===== config.mk =====
export PLATFORM = sky130hd
export DESIGN_NAME = alu_ctrl
export DESIGN_NICKNAME = d
export VERILOG_FILES = /design/src/rtl/alu_ctrl.sv
export SDC_FILE = /design/constraint.sdc
export NUM_CORES = 1
export LEC_CHECK = 0
export ABC_AREA = 1
export CAP_MARGIN = 30
export CORE_ASPECT_RATIO = 1.1
export CORE_UTILIZATION = 50
export DETAILED_ROUTE_END_ITERATION = 10
export GPL_TIMING_DRIVEN = 0
export PLACE_DENSITY = 0.74
export SLEW_MARGIN = 20
export SYNTH_ARGS = -nofsm -noshare
export SYNTH_HDL_FRONTEND = slang
export SYNTH_SLANG_ARGS = --single-unit
export TNS_END_PERCENT = 100

===== constraint.sdc =====
create_clock -name clk -period 2.84 [get_ports clk]
set_clock_uncertainty 0.1 [all_clocks]
set_input_delay 0.71 -clock clk [delete_from_list [all_inputs] [get_ports clk]]
set_output_delay 0.71 -clock clk [all_outputs]
set_load 0.005 [all_outputs]

===== src/rtl/alu_ctrl.sv =====
// Issuing controller for a 16-bit combinational ALU: handshake, 4-entry register file, writeback.
// Optional ALU_FLAG_CHECK_EN adds a sticky flag_err output that cross-checks the ALU's neg/zer.
module alu_ctrl #(
    parameter int unsigned WIDTH = 16,
    parameter int unsigned NREG  = 4
) (
    input  logic                    clk,
    input  logic                    rst_n,
    input  logic                    instr_valid,
    output logic                    instr_ready,
    input  logic [2:0]              instr_op,
    input  logic [$clog2(NREG)-1:0] instr_rd,
    input  logic [$clog2(NREG)-1:0] instr_rs1,
    input  logic [$clog2(NREG)-1:0] instr_rs2,
    input  logic                    instr_cin,
    input  logic                    ld_en,
    input  logic [$clog2(NREG)-1:0] ld_addr,
    input  logic [WIDTH-1:0]        ld_data,
    input  logic [$clog2(NREG)-1:0] dbg_addr,
    output logic [WIDTH-1:0]        dbg_data,
    output logic [WIDTH-1:0]        alu_a,
    output logic [WIDTH-1:0]        alu_b,
    output logic [2:0]              alu_op,
    output logic                    alu_cin,
    input  logic [WIDTH-1:0]        alu_w,
    input  logic                    alu_neg,
    input  logic                    alu_zer,
    output logic [WIDTH-1:0]        result,
    output logic                    neg_flag,
    output logic                    zer_flag,
    output logic                    done,
    output logic                    illegal_op
`ifdef ALU_FLAG_CHECK_EN
    ,
    output logic                    flag_err
`endif
);

    localparam int unsigned AW = $clog2(NREG);
    localparam logic [2:0] OpIllegal = 3'b111;

    typedef enum logic [1:0] {StIdle, StExec, StWb} state_e;

    state_e           state_q, state_d;
    logic [2:0]       op_q, op_d;
    logic [AW-1:0]    rd_q, rd_d, rs1_q, rs1_d, rs2_q, rs2_d;
    logic             cin_q, cin_d;
    logic [WIDTH-1:0] rf_q [NREG];
    logic [WIDTH-1:0] rf_d [NREG];
    logic [WIDTH-1:0] result_q, result_d;
    logic             neg_q, neg_d, zer_q, zer_d;

    always_comb begin
        state_d  = state_q;
        op_d     = op_q;
        rd_d     = rd_q;
        rs1_d    = rs1_q;
        rs2_d    = rs2_q;
        cin_d    = cin_q;
        rf_d     = rf_q;
        result_d = result_q;
        neg_d    = neg_q;
        zer_d    = zer_q;
        unique case (state_q)
            StIdle: begin
                // Load lands at the accept edge, so EXEC reads the fresh value.
                if (ld_en) rf_d[ld_addr] = ld_data;
                if (instr_valid) begin
                    op_d    = instr_op;
                    rd_d    = instr_rd;
                    rs1_d   = instr_rs1;
                    rs2_d   = instr_rs2;
                    cin_d   = instr_cin;
                    state_d = (instr_op == OpIllegal) ? StWb : StExec;
                end
            end
            StExec: begin
                rf_d[rd_q] = alu_w;
                result_d   = alu_w;
                neg_d      = alu_neg;
                zer_d      = alu_zer;
                state_d    = StWb;
            end
            StWb: state_d = StIdle;
            default: state_d = StIdle;
        endcase
    end

    always_ff @(posedge clk or negedge rst_n) begin
        if (!rst_n) begin
            state_q  <= StIdle;
            op_q     <= '0;
            rd_q     <= '0;
            rs1_q    <= '0;
            rs2_q    <= '0;
            cin_q    <= 1'b0;
            rf_q     <= '{default: '0};
            result_q <= '0;
            neg_q    <= 1'b0;
            zer_q    <= 1'b0;
        end else begin
            state_q  <= state_d;
            op_q     <= op_d;
            rd_q     <= rd_d;
            rs1_q    <= rs1_d;
            rs2_q    <= rs2_d;
            cin_q    <= cin_d;
            rf_q     <= rf_d;
            result_q <= result_d;
            neg_q    <= neg_d;
            zer_q    <= zer_d;
        end
    end

    always_comb begin
        instr_ready = (state_q == StIdle);
        done        = (state_q == StWb);
        illegal_op  = (state_q == StWb) && (op_q == OpIllegal);
        dbg_data    = rf_q[dbg_addr];
        result      = result_q;
        neg_flag    = neg_q;
        zer_flag    = zer_q;
        alu_a       = '0;
        alu_b       = '0;
        alu_op      = '0;
        alu_cin     = 1'b0;
        if (state_q == StExec) begin
            alu_a   = rf_q[rs1_q];
            alu_b   = rf_q[rs2_q];
            alu_op  = op_q;
            alu_cin = cin_q;
        end
    end

`ifdef ALU_FLAG_CHECK_EN
    logic flag_err_q, flag_err_d;
    logic flag_mismatch;

    always_comb begin
        flag_mismatch = ((alu_w == '0) != alu_zer) || (alu_w[WIDTH-1] != alu_neg);
        flag_err_d    = flag_err_q | ((state_q == StExec) && flag_mismatch);
    end

    always_ff @(posedge clk or negedge rst_n) begin
        if (!rst_n) flag_err_q <= 1'b0;
        else        flag_err_q <= flag_err_d;
    end

    assign flag_err = flag_err_q;
`endif

endmodule

# After elaboration in Yosys (flattened, before gate mapping)
# Cells that the tools add are included.
# W data, S select, Z words.
dict set report word_totals {
  register_bits 94
  inputBits 52
  out_inout_bits 73
  elab_cells 62
}
dict set report classes {
  n_lt_le_gt_ge 7
  eq_ne 6
  n_mux 24
  bitwise 5
  n_reduce_logical 7
}
# op count
set op_table {}
lappend op_table {{$mux W16} 10}
lappend op_table {{$bwmux W64} 2}
lappend op_table {{$pmux W64 S2} 1}
lappend op_table {{$bmux W16 S2} 3}
lappend op_table {{$demux W16 S2} 2}
lappend op_table {{$mux W64} 1}
lappend op_table {{$ge A3 B3 Y1 const B} 5}
lappend op_table {{$not A2 Y3} 5}
lappend op_table {{$eq A3 B3 Y1 const B} 2}
lappend op_table {{$lt A3 B1 Y1 const B} 2}
lappend op_table {{$mux W2} 2}
lappend op_table {{$pmux W2 S2} 1}
lappend op_table {{$reduce_and A2 Y1} 2}
lappend op_table {{$logic_and A1 B1 Y1} 3}
lappend op_table {{$mux W3} 1}
lappend op_table {{$eq A2 B1 Y1 const B} 1}
lappend op_table {{$eq A2 B2 Y1 const B} 1}
lappend op_table {{$logic_not A2 Y1} 1}
lappend op_table {{$ne A2 B1 Y1 const B} 1}
lappend op_table {{$ne A2 B2 Y1 const B} 1}
lappend op_table {{$reduce_bool A2 Y1} 1}
lappend op_table {{$mux W1} 1}

# Logic depth before layout (Yosys ltp)
# Gate-level depths: netlist (run 1).
dict set report logic_depth {
  word_depth 8
  depth_mapped 8
  depth_no_buf 6
}

# Worst setup path before layout (run 1)
# Ideal clock, no wire load.
dict set report synth_path {
  path_type {input -> output}
  start {in dbg_addr[0]}
  end {out dbg_data[13]}
  arrival_time_ns 1.483
  slack_ns 0.547
  path_stages 5
  n_path_buf 2
  path_cell_list {clkbuf_1 clkbuf_1 a21oi_1 o21ai_0 nand2_1}
}
dict set report synth_between {
  elab_chain_cells 4
}
# element line
set synth_rtl {}
lappend synth_rtl {{start: declaration} 19} ;# input logic [$clog2(NREG)-1:0] dbg_addr,
lappend synth_rtl {{$not A2 Y3 (implied by the code)} 119} ;# dbg_data = rf_q[dbg_addr];
lappend synth_rtl {{$bmux W16 S2} 119}
lappend synth_rtl {{$mux W16 (implied by the code) (2 in a row)} 119}
lappend synth_rtl {{end: declaration} 20} ;# output logic [WIDTH-1:0] dbg_data,
# No other way between the ends. The select of a mux whose other input is x is not followed.

# Final worst setup path (run 1)
dict set report layout_path {
  start {reg rs1_q[0]}
  end {out alu_a[1]}
}
dict set report layout_between {
  elab_chain_cells 5
}
# element line
set layout_rtl {}
lappend layout_rtl {{start: declaration} 46} ;# logic [AW-1:0] rd_q, rd_d, rs1_q, rs1_d, rs2_q, rs2_d;
lappend layout_rtl {{start signal: assignment} 105} ;# rs1_q <= rs1_d;
lappend layout_rtl {{$not A2 Y3 (implied by the code)} 128} ;# alu_a = rf_q[rs1_q];
lappend layout_rtl {{$bmux W16 S2} 128}
lappend layout_rtl {{$mux W16 (implied by the code) (2 in a row)} 128}
lappend layout_rtl {{$mux W16} 127} ;# if (state_q == StExec) begin
lappend layout_rtl {{end: declaration} 21} ;# output logic [WIDTH-1:0] alu_a,
# No other way between the ends. The select of a mux whose other input is x is not followed.

==> impl_results.rst, run 1 <==
.. list-table::
   :header-rows: 1

   * - Metric
     - Value
   * - FF-to-FF path depth
     - 6
   * - Number of warning messages in the yosys log
     - 0
   * - Total placed cells including tap cells
     - 1276
   * - Startpoint type of the worst setup path
     - register
   * - Final Cycle Share
     - 99.18%
   * - Post-route ant nets
     - 0
   * - Total detailed-routing wirelength
     - 22.33 mm
   * - Arrival time at the worst endpoint
     - 2.01 ns
   * - Max-cap viol count
     - 0
   * - Standard-cell rows
     - 43
   * - CTS clock-pin slew for the worst setup and hold paths
     - 0.07 ns
   * - Number of diodes added for antenna fixing
     - 0
   * - Worst reg2reg setup slack
     - 1.07 ns
   * - DR WL/cell
     - 17.27 um
   * - Leakage power figure
     - 4.569 nW
   * - Worst min path class
     - input pin to async pin
   * - Post-synthesis average cell area
     - 6.538 um2
   * - Number of distinct standard cells referenced by the synthesized netlist
     - 23
   * - Final HPWL from detailed placement
     - 17.32 mm
   * - Maximum buffer depth of the clock tree
     - 2
   * - Root buf cell
     - sky130_fd_sc_hd__clkbuf_16
   * - Power density of the placed cells
     - 683.8 nW/um2
   * - Worst hold margin
     - 0.1092 ns
   * - Register bit count reported by yosys
     - 94
   * - Cell Count, Final, Fillers Out
     - 1293
   * - Aggregate negative setup slack
     - 0 ns
   * - Transition at the pin with the smallest max-transition slack
     - 0.5038 ns
   * - Detail-routed via count per cell
     - 5.656
   * - Number of nets in the final layout
     - 1183
   * - Drt initial violations
     - 688
   * - CP delay by family, top
     - buffers and inverters
   * - Die span in y
     - 121.6 um
   * - Result of the run
     - complete, no violations
   * - Post-synthesis net count
     - 1047
   * - Critical path's slowest cell
     - sky130_fd_sc_hd__clkdlybuf4s50_1
   * - Worst IR Drop VDD
     - 0.4284 mV
   * - Peak Freq
     - 0.3550 GHz
   * - Buf/Inv on CP
     - 3
   * - Starting Density
     - 51.45%
   * - Vias after detailed routing
     - 7313
   * - Max transition margin
     - 66.41%
   * - Worst R2R Start
     - rd_q[1]
   * - Worst flop-to-flop path endpoint
     - rf_q[62]
   * - Detailed Routing Iterations Pass 1
     - 5
   * - Worst skew pair latency
     - 0.35 ns
   * - Overall global routing resource usage
     - 33.24%
   * - Chip Width
     - 110.8 um
   * - Synthesized cell area
     - 6505 um2
   * - Vias in the first global route
     - 6508
   * - TritonCTS clock tree
     - done
   * - Area enclosed by the die boundary
     - 13470 um2
   * - Chain of cells forming the critical path
     - buf_6, buf_4, nand2_1, o211ai_1, a21oi_1, clkdlybuf4s50_1
   * - Count of endpoints failing hold in the final timing report
     - 0
   * - Proportion of synthesized chip area in sequential cells
     - 36.16%
   * - Cells after Synth
     - 995
   * - I/O pin count
     - 125
   * - Number of setup violations in the final report
     - 0
   * - Post-layout utilization of the core
     - 66.72%
   * - Wire length of the first global-routing pass
     - 35.49 mm
   * - Data required time at the worst endpoint
     - 2.03 ns
   * - Final Slew Violations
     - 0
   * - Floorplan Core Area
     - 12640 um2
   * - Antenna violations before repair
     - 0
   * - P&R area growth vs syn
     - 29.68%
   * - Number of H-tree levels
     - 3
   * - Final min period
     - 2.817 ns
   * - Count of port buffers added during placement
     - 123
   * - Remaining Overflow, GRT
     - 0
   * - Routability congestion estimate
     - 0.9631
   * - Clock sink total
     - 94
   * - Largest net degree at the start of global routing
     - 70
   * - Clock buffer count from CTS
     - 9
   * - Post-CTS Hold Fix Bufs
     - 0
   * - Highest net fanout along the worst path
     - 10
   * - Ratio of cells with drive above 1 in the final layout
     - 10.83%
   * - Stage delay of the slowest cell on the critical path
     - 0.53 ns
   * - Critical setup path kind
     - register to output port
   * - Worst setup EP type
     - output port
   * - DRC violation count after routing
     - 0
==> worst max path at each step <==
stage / from / end / slack [ns] / cells after the start
after detailed placement: dbg_addr[1] / dbg_data[15] / -0.44 / 5
after global routing: rs1_q[0] / alu_a[4] / -0.002 / 6
after global placement: rst_n / rf_q[57] / -2.42 / 1
final: rs1_q[0] / alu_a[1] / 0.02 / 6
after CTS: rs1_q[0] / alu_a[11] / 0.007 / 6
after floorplan: dbg_addr[0] / dbg_data[13] / 0.55 / 5
==> cell usage after synthesis (all sizes together) <==
cell type / count / area share (%)
clkinv: 5 / 0.29
o211ai: 48 / 5.5
inv: 60 / 3.5
clkbuf: 26 / 1.5
a31oi: 1 / 0.096
dfrtp: 94 / 36
nor2: 22 / 2.0
nand2: 388 / 23
a21oi: 58 / 4.5
o21ai: 17 / 1.3
nand3: 229 / 18
buf: 46 / 4.2
nor4: 1 / 0.096
==> layout by cell type (no fill, tap or decap), types with 2 or more instances in the layout <==
master and instances:
sky130_fd_sc_hd__clkbuf_2 11, sky130_fd_sc_hd__a21oi_2 4, sky130_fd_sc_hd__clkdlybuf4s50_1 105, sky130_fd_sc_hd__nand2_1 380, sky130_fd_sc_hd__clkbuf_4 3, sky130_fd_sc_hd__inv_2 7, sky130_fd_sc_hd__nor2_1 14, sky130_fd_sc_hd__inv_4 2
sky130_fd_sc_hd__clkbuf_8 5, sky130_fd_sc_hd__buf_2 24, sky130_fd_sc_hd__dfrtp_1 91, sky130_fd_sc_hd__a21oi_1 54, sky130_fd_sc_hd__nor2_4 6, sky130_fd_sc_hd__clkbuf_16 9, sky130_fd_sc_hd__nand2_2 6, sky130_fd_sc_hd__clkbuf_1 6
sky130_fd_sc_hd__inv_1 53, sky130_fd_sc_hd__nor2_2 2, sky130_fd_sc_hd__buf_6 6, sky130_fd_sc_hd__o211ai_1 48, sky130_fd_sc_hd__dlymetal6s2s_1 16, sky130_fd_sc_hd__buf_4 21, sky130_fd_sc_hd__clkinv_4 4, sky130_fd_sc_hd__nand2_4 2
sky130_fd_sc_hd__dfrtp_2 3, sky130_fd_sc_hd__nand3_1 225, sky130_fd_sc_hd__nand3_2 3, sky130_fd_sc_hd__o21ai_0 17
==> kinds of logic (layout without fill, tap and decap cells) <==
logic type | count (synthesis) | in the layout | synth area share (%)
AND/OR/NAND/NOR | 640 | 640 | 43.03
buffers and inverters | 137 | 278 | 9.406
AO/OA/AOI/OAI | 124 | 124 | 11.41
flip-flops | 94 | 94 | 36.16
==> per-stage QoR <==
stage / power (mW) / area, um2 / setup slack [ns]
6_report: 5.768 / 8436 / 0.02343
5_1_grt: 6.118 / 8436 / -0.001605
4_1_cts: 5.693 / 8353 / 0.006654
3_5_place_dp: 4.491 / 7961 / -0.4445
3_3_place_gp: 4.450 / 7933 / -2.419
2_1_floorplan: 3.413 / 6505 / 0.5469
==> report_power, final <==
| group | total, mW | switching, mW | internal, mW |
|---|---|---|---|
| logic | 2.60 | 1.51 | 1.09 |
| clock network | 1.14 | 0.519 | 0.623 |
| registers | 2.02 | 0.317 | 1.71 |
| total | 5.77 | 2.35 | 3.42 |
==> sequential cells by signal, summed over array words and instances (netlist names) <==
name,cells
result,16
rs2_q,2
rs1_q,2
rd_q,2
neg_flag,1
state_q,2
rf_q,64
zer_flag,1
op_q,3
cin_q,1
==> routing by layer <==
layer | wire length (um) | global-route usage (%) | vias to the layer above | part of all wire, %
li1 | - | - | 3556 | -
met3 | 1804 | 4.229 | 21 | 8.1
met5 | 0 | 0 | - | 0
met2 | 10070 | 52.29 | 416 | 45
met1 | 10090 | 48.15 | 3320 | 45
met4 | 358 | 9.500 | 0 | 1.6
==> what timing repair did <==
action                                  in CTS  in global routing
pin swaps                                    1                  9
cloned                                       0                  0
resized for setup                           51                 44
endpoints found under the hold margin        0                  0
endpoints found under the setup margin      52                 42
buffers inserted                             1                  1
==> final cells by class <==
type | instances | area, um2
fill | 1140 | 4208
clock inverter | 4 | 31.28
sequential | 94 | 2356
tap | 157 | 196.4
multi-input combinational | 764 | 3556
inverter | 65 | 259.0
timing repair buffer | 126 | 1310
clock buffer | 12 | 246.5
buffer | 71 | 480.5
Power figures use the tool's default switching activity.
==> run 2, diff against run 1 <==
--- a/config.mk
+++ b/config.mk
@@ -12,6 +12,7 @@
 export DETAILED_ROUTE_END_ITERATION = 10
 export GPL_TIMING_DRIVEN = 0
 export PLACE_DENSITY = 0.74
+export SKIP_LAST_GASP = 1
 export SLEW_MARGIN = 20
 export SYNTH_ARGS = -nofsm -noshare
 export SYNTH_HDL_FRONTEND = slang
==> run 2 against run 1 <==
  * Sequential share of layout area about the same
  * Non-clock buffer count up 2
  * Hold slack worse by 0.00074 ns
  * Clock power about the same
  * Worst setup slack better by 0.011 ns
  * Utilization about the same
  * Critical path type unchanged
  * Routed wire length about the same
  * Die area unchanged
  * Largest power group unchanged
==> impl_results.rst, run 2 (synthesis results as in run 1) <==
.. list-table::
   :header-rows: 1

   * - Metric
     - Value
   * - Result of the run
     - complete, no violations
   * - Worst min path class
     - input pin to async pin
   * - Setup repair after global routing missed its margin
     - yes
   * - Power density of the placed cells
     - 684.6 nW/um2
   * - TritonCTS clock tree
     - done
   * - Largest net degree at the start of global routing
     - 70
   * - Floorplan Core Area
     - 12640 um2
   * - Standard-cell rows
     - 43
   * - Vias after detailed routing
     - 7275
   * - Ratio of cells with drive above 1 in the final layout
     - 10.98%
   * - Vias in the first global route
     - 6509
   * - Peak Freq
     - 0.3565 GHz
   * - Remaining Overflow, GRT
     - 0
   * - Drt initial violations
     - 695
   * - Leakage power figure
     - 4.561 nW
   * - Clock buffer count from CTS
     - 9
   * - Arrival time at the worst endpoint
     - 2.00 ns
   * - Post-route ant nets
     - 0
   * - Routability congestion estimate
     - 0.9631
   * - Worst IR Drop VDD
     - 0.4057 mV
   * - Worst hold margin
     - 0.1085 ns
   * - Final min period
     - 2.805 ns
   * - Total detailed-routing wirelength
     - 22.32 mm
   * - Post-layout utilization of the core
     - 66.77%
   * - Count of port buffers added during placement
     - 123
   * - Clock sink total
     - 94
   * - Maximum buffer depth of the clock tree
     - 2
   * - FF-to-FF path depth
     - 6
   * - Commonest cells after routing, fill and taps aside
     - sky130_fd_sc_hd__nand2_1 (380), sky130_fd_sc_hd__nand3_1 (225), sky130_fd_sc_hd__clkdlybuf4s50_1 (106)
   * - Max-cap viol count
     - 0
   * - CTS clock-pin slew for the worst setup and hold paths
     - 0.07 ns
   * - P&R area growth vs syn
     - 29.78%
   * - Antenna violations before repair
     - 0
   * - Number of setup violations in the final report
     - 0
   * - Count of endpoints failing hold in the final timing report
     - 0
   * - Critical setup path kind
     - register to output port
   * - Most common library cell in the layout ignoring fill and taps
     - sky130_fd_sc_hd__nand2_1
   * - Wire length of the first global-routing pass
     - 35.47 mm
   * - Overall global routing resource usage
     - 33.22%
   * - Chip Width
     - 110.8 um
   * - Data required time at the worst endpoint
     - 2.03 ns
   * - Final Cycle Share
     - 98.77%
   * - Startpoint type of the worst setup path
     - register
   * - I/O pin count
     - 125
   * - Die span in y
     - 121.6 um
   * - Worst setup EP type
     - output port
   * - Starting Density
     - 51.45%
   * - Number of diodes added for antenna fixing
     - 0
   * - DR WL/cell
     - 17.24 um
   * - Final Power
     - 5.780 mW
   * - Final Slew Violations
     - 0
   * - Highest net fanout along the worst path
     - 10
   * - Number of inserted filler cells in the final layout
     - 1146
   * - Number of H-tree levels
     - 3
   * - Detailed Routing Iterations Pass 1
     - 6
   * - Largest Register
     - rf_q
   * - Root buf cell
     - sky130_fd_sc_hd__clkbuf_16
   * - Number of nets in the final layout
     - 1185
   * - Transition at the pin with the smallest max-transition slack
     - 0.5034 ns
   * - Max reg flops
     - 64
   * - Worst skew pair latency
     - 0.35 ns
   * - Area enclosed by the die boundary
     - 13470 um2
   * - DRC violation count after routing
     - 0
   * - Final HPWL from detailed placement
     - 17.32 mm
   * - Detail-routed via count per cell
     - 5.618
   * - Max transition margin
     - 66.44%
[run 2: changes by cell type in the layout (fill, tap and decap cells not counted)]
cell | before | now
sky130_fd_sc_hd__buf_4 | 21 | 22
sky130_fd_sc_hd__buf_2 | 24 | 25
sky130_fd_sc_hd__clkinv_4 | 4 | 3
sky130_fd_sc_hd__clkinv_2 | 1 | 2
sky130_fd_sc_hd__clkdlybuf4s50_1 | 105 | 106
sky130_fd_sc_hd__dlymetal6s2s_1 | 16 | 15
[run 2: through the flow]
stage	setup slack (ns)	area [um2]	TNS (ns)	instances
6_report	0.03483	8442	0	1295
5_1_grt	-0.06461	8442	-0.07594	1295
4_1_cts	-0.01984	8344	-0.06308	1292
3_5_place_dp	-0.4445	7961	-6.337	1276
3_3_place_gp	-2.419	7933	-232.83	1275
2_1_floorplan	0.5469	6505	0	995
[run 2: final timing paths]
path                            from        end  slack, ns
setup reg to reg             rd_q[1]   rf_q[57]       1.09
max in group asynchronous      rst_n   rf_q[20]       1.92
hold reg to reg            result[9]  result[9]       0.39
hold / removal                 rst_n  result[1]       0.11
setup / recovery            rs1_q[0]   alu_a[1]       0.03
min in group clk           result[9]  result[9]       0.39
[run 2: power breakdown]
| group | internal (mW) | switching [mW] | leakage (nW) |
|---|---|---|---|
| logic | 1.10 | 1.51 | 3.20 |
| clock network | 0.623 | 0.524 | 0.137 |
| registers | 1.71 | 0.319 | 1.22 |
[run 2: final cells by class]
cell class	instances	area (um2)	share of cell area, %
sequential	94	2356	27.91
clock buffer	12	246.5	2.920
timing repair buffer	128	1323	15.67
multi-input combinational	764	3556	42.12
inverter	65	255.2	3.024
tap	157	196.4	2.327
buffer	71	478.0	5.662
clock inverter	4	31.28	0.3705
[run 2: repair_timing]
action | CTS | global route
resized for setup | 48 | 45
buffers inserted | 1 | 3
setup endpoints to repair | 52 | 42
hold buffers | 0 | 0
pin swaps | 1 | 8
[run 2: worst max-delay path: stages, from the launching register on]
cell                              delay (ns)
sky130_fd_sc_hd__dfrtp_2                0.45
sky130_fd_sc_hd__buf_6                  0.16
sky130_fd_sc_hd__buf_4                  0.18
sky130_fd_sc_hd__nand2_1                0.07
sky130_fd_sc_hd__o211ai_1               0.08
sky130_fd_sc_hd__a21oi_1                0.19
sky130_fd_sc_hd__clkdlybuf4s50_1        0.52
[run 2: per-layer routing]
layer	vias up	track usage [%]	part of all wire, %
met3	25	4.229	7.6
met5	-	0	0
met4	0	9.500	1.7
met2	371	52.17	45
li1	3558	-	-
met1	3321	48.18	46
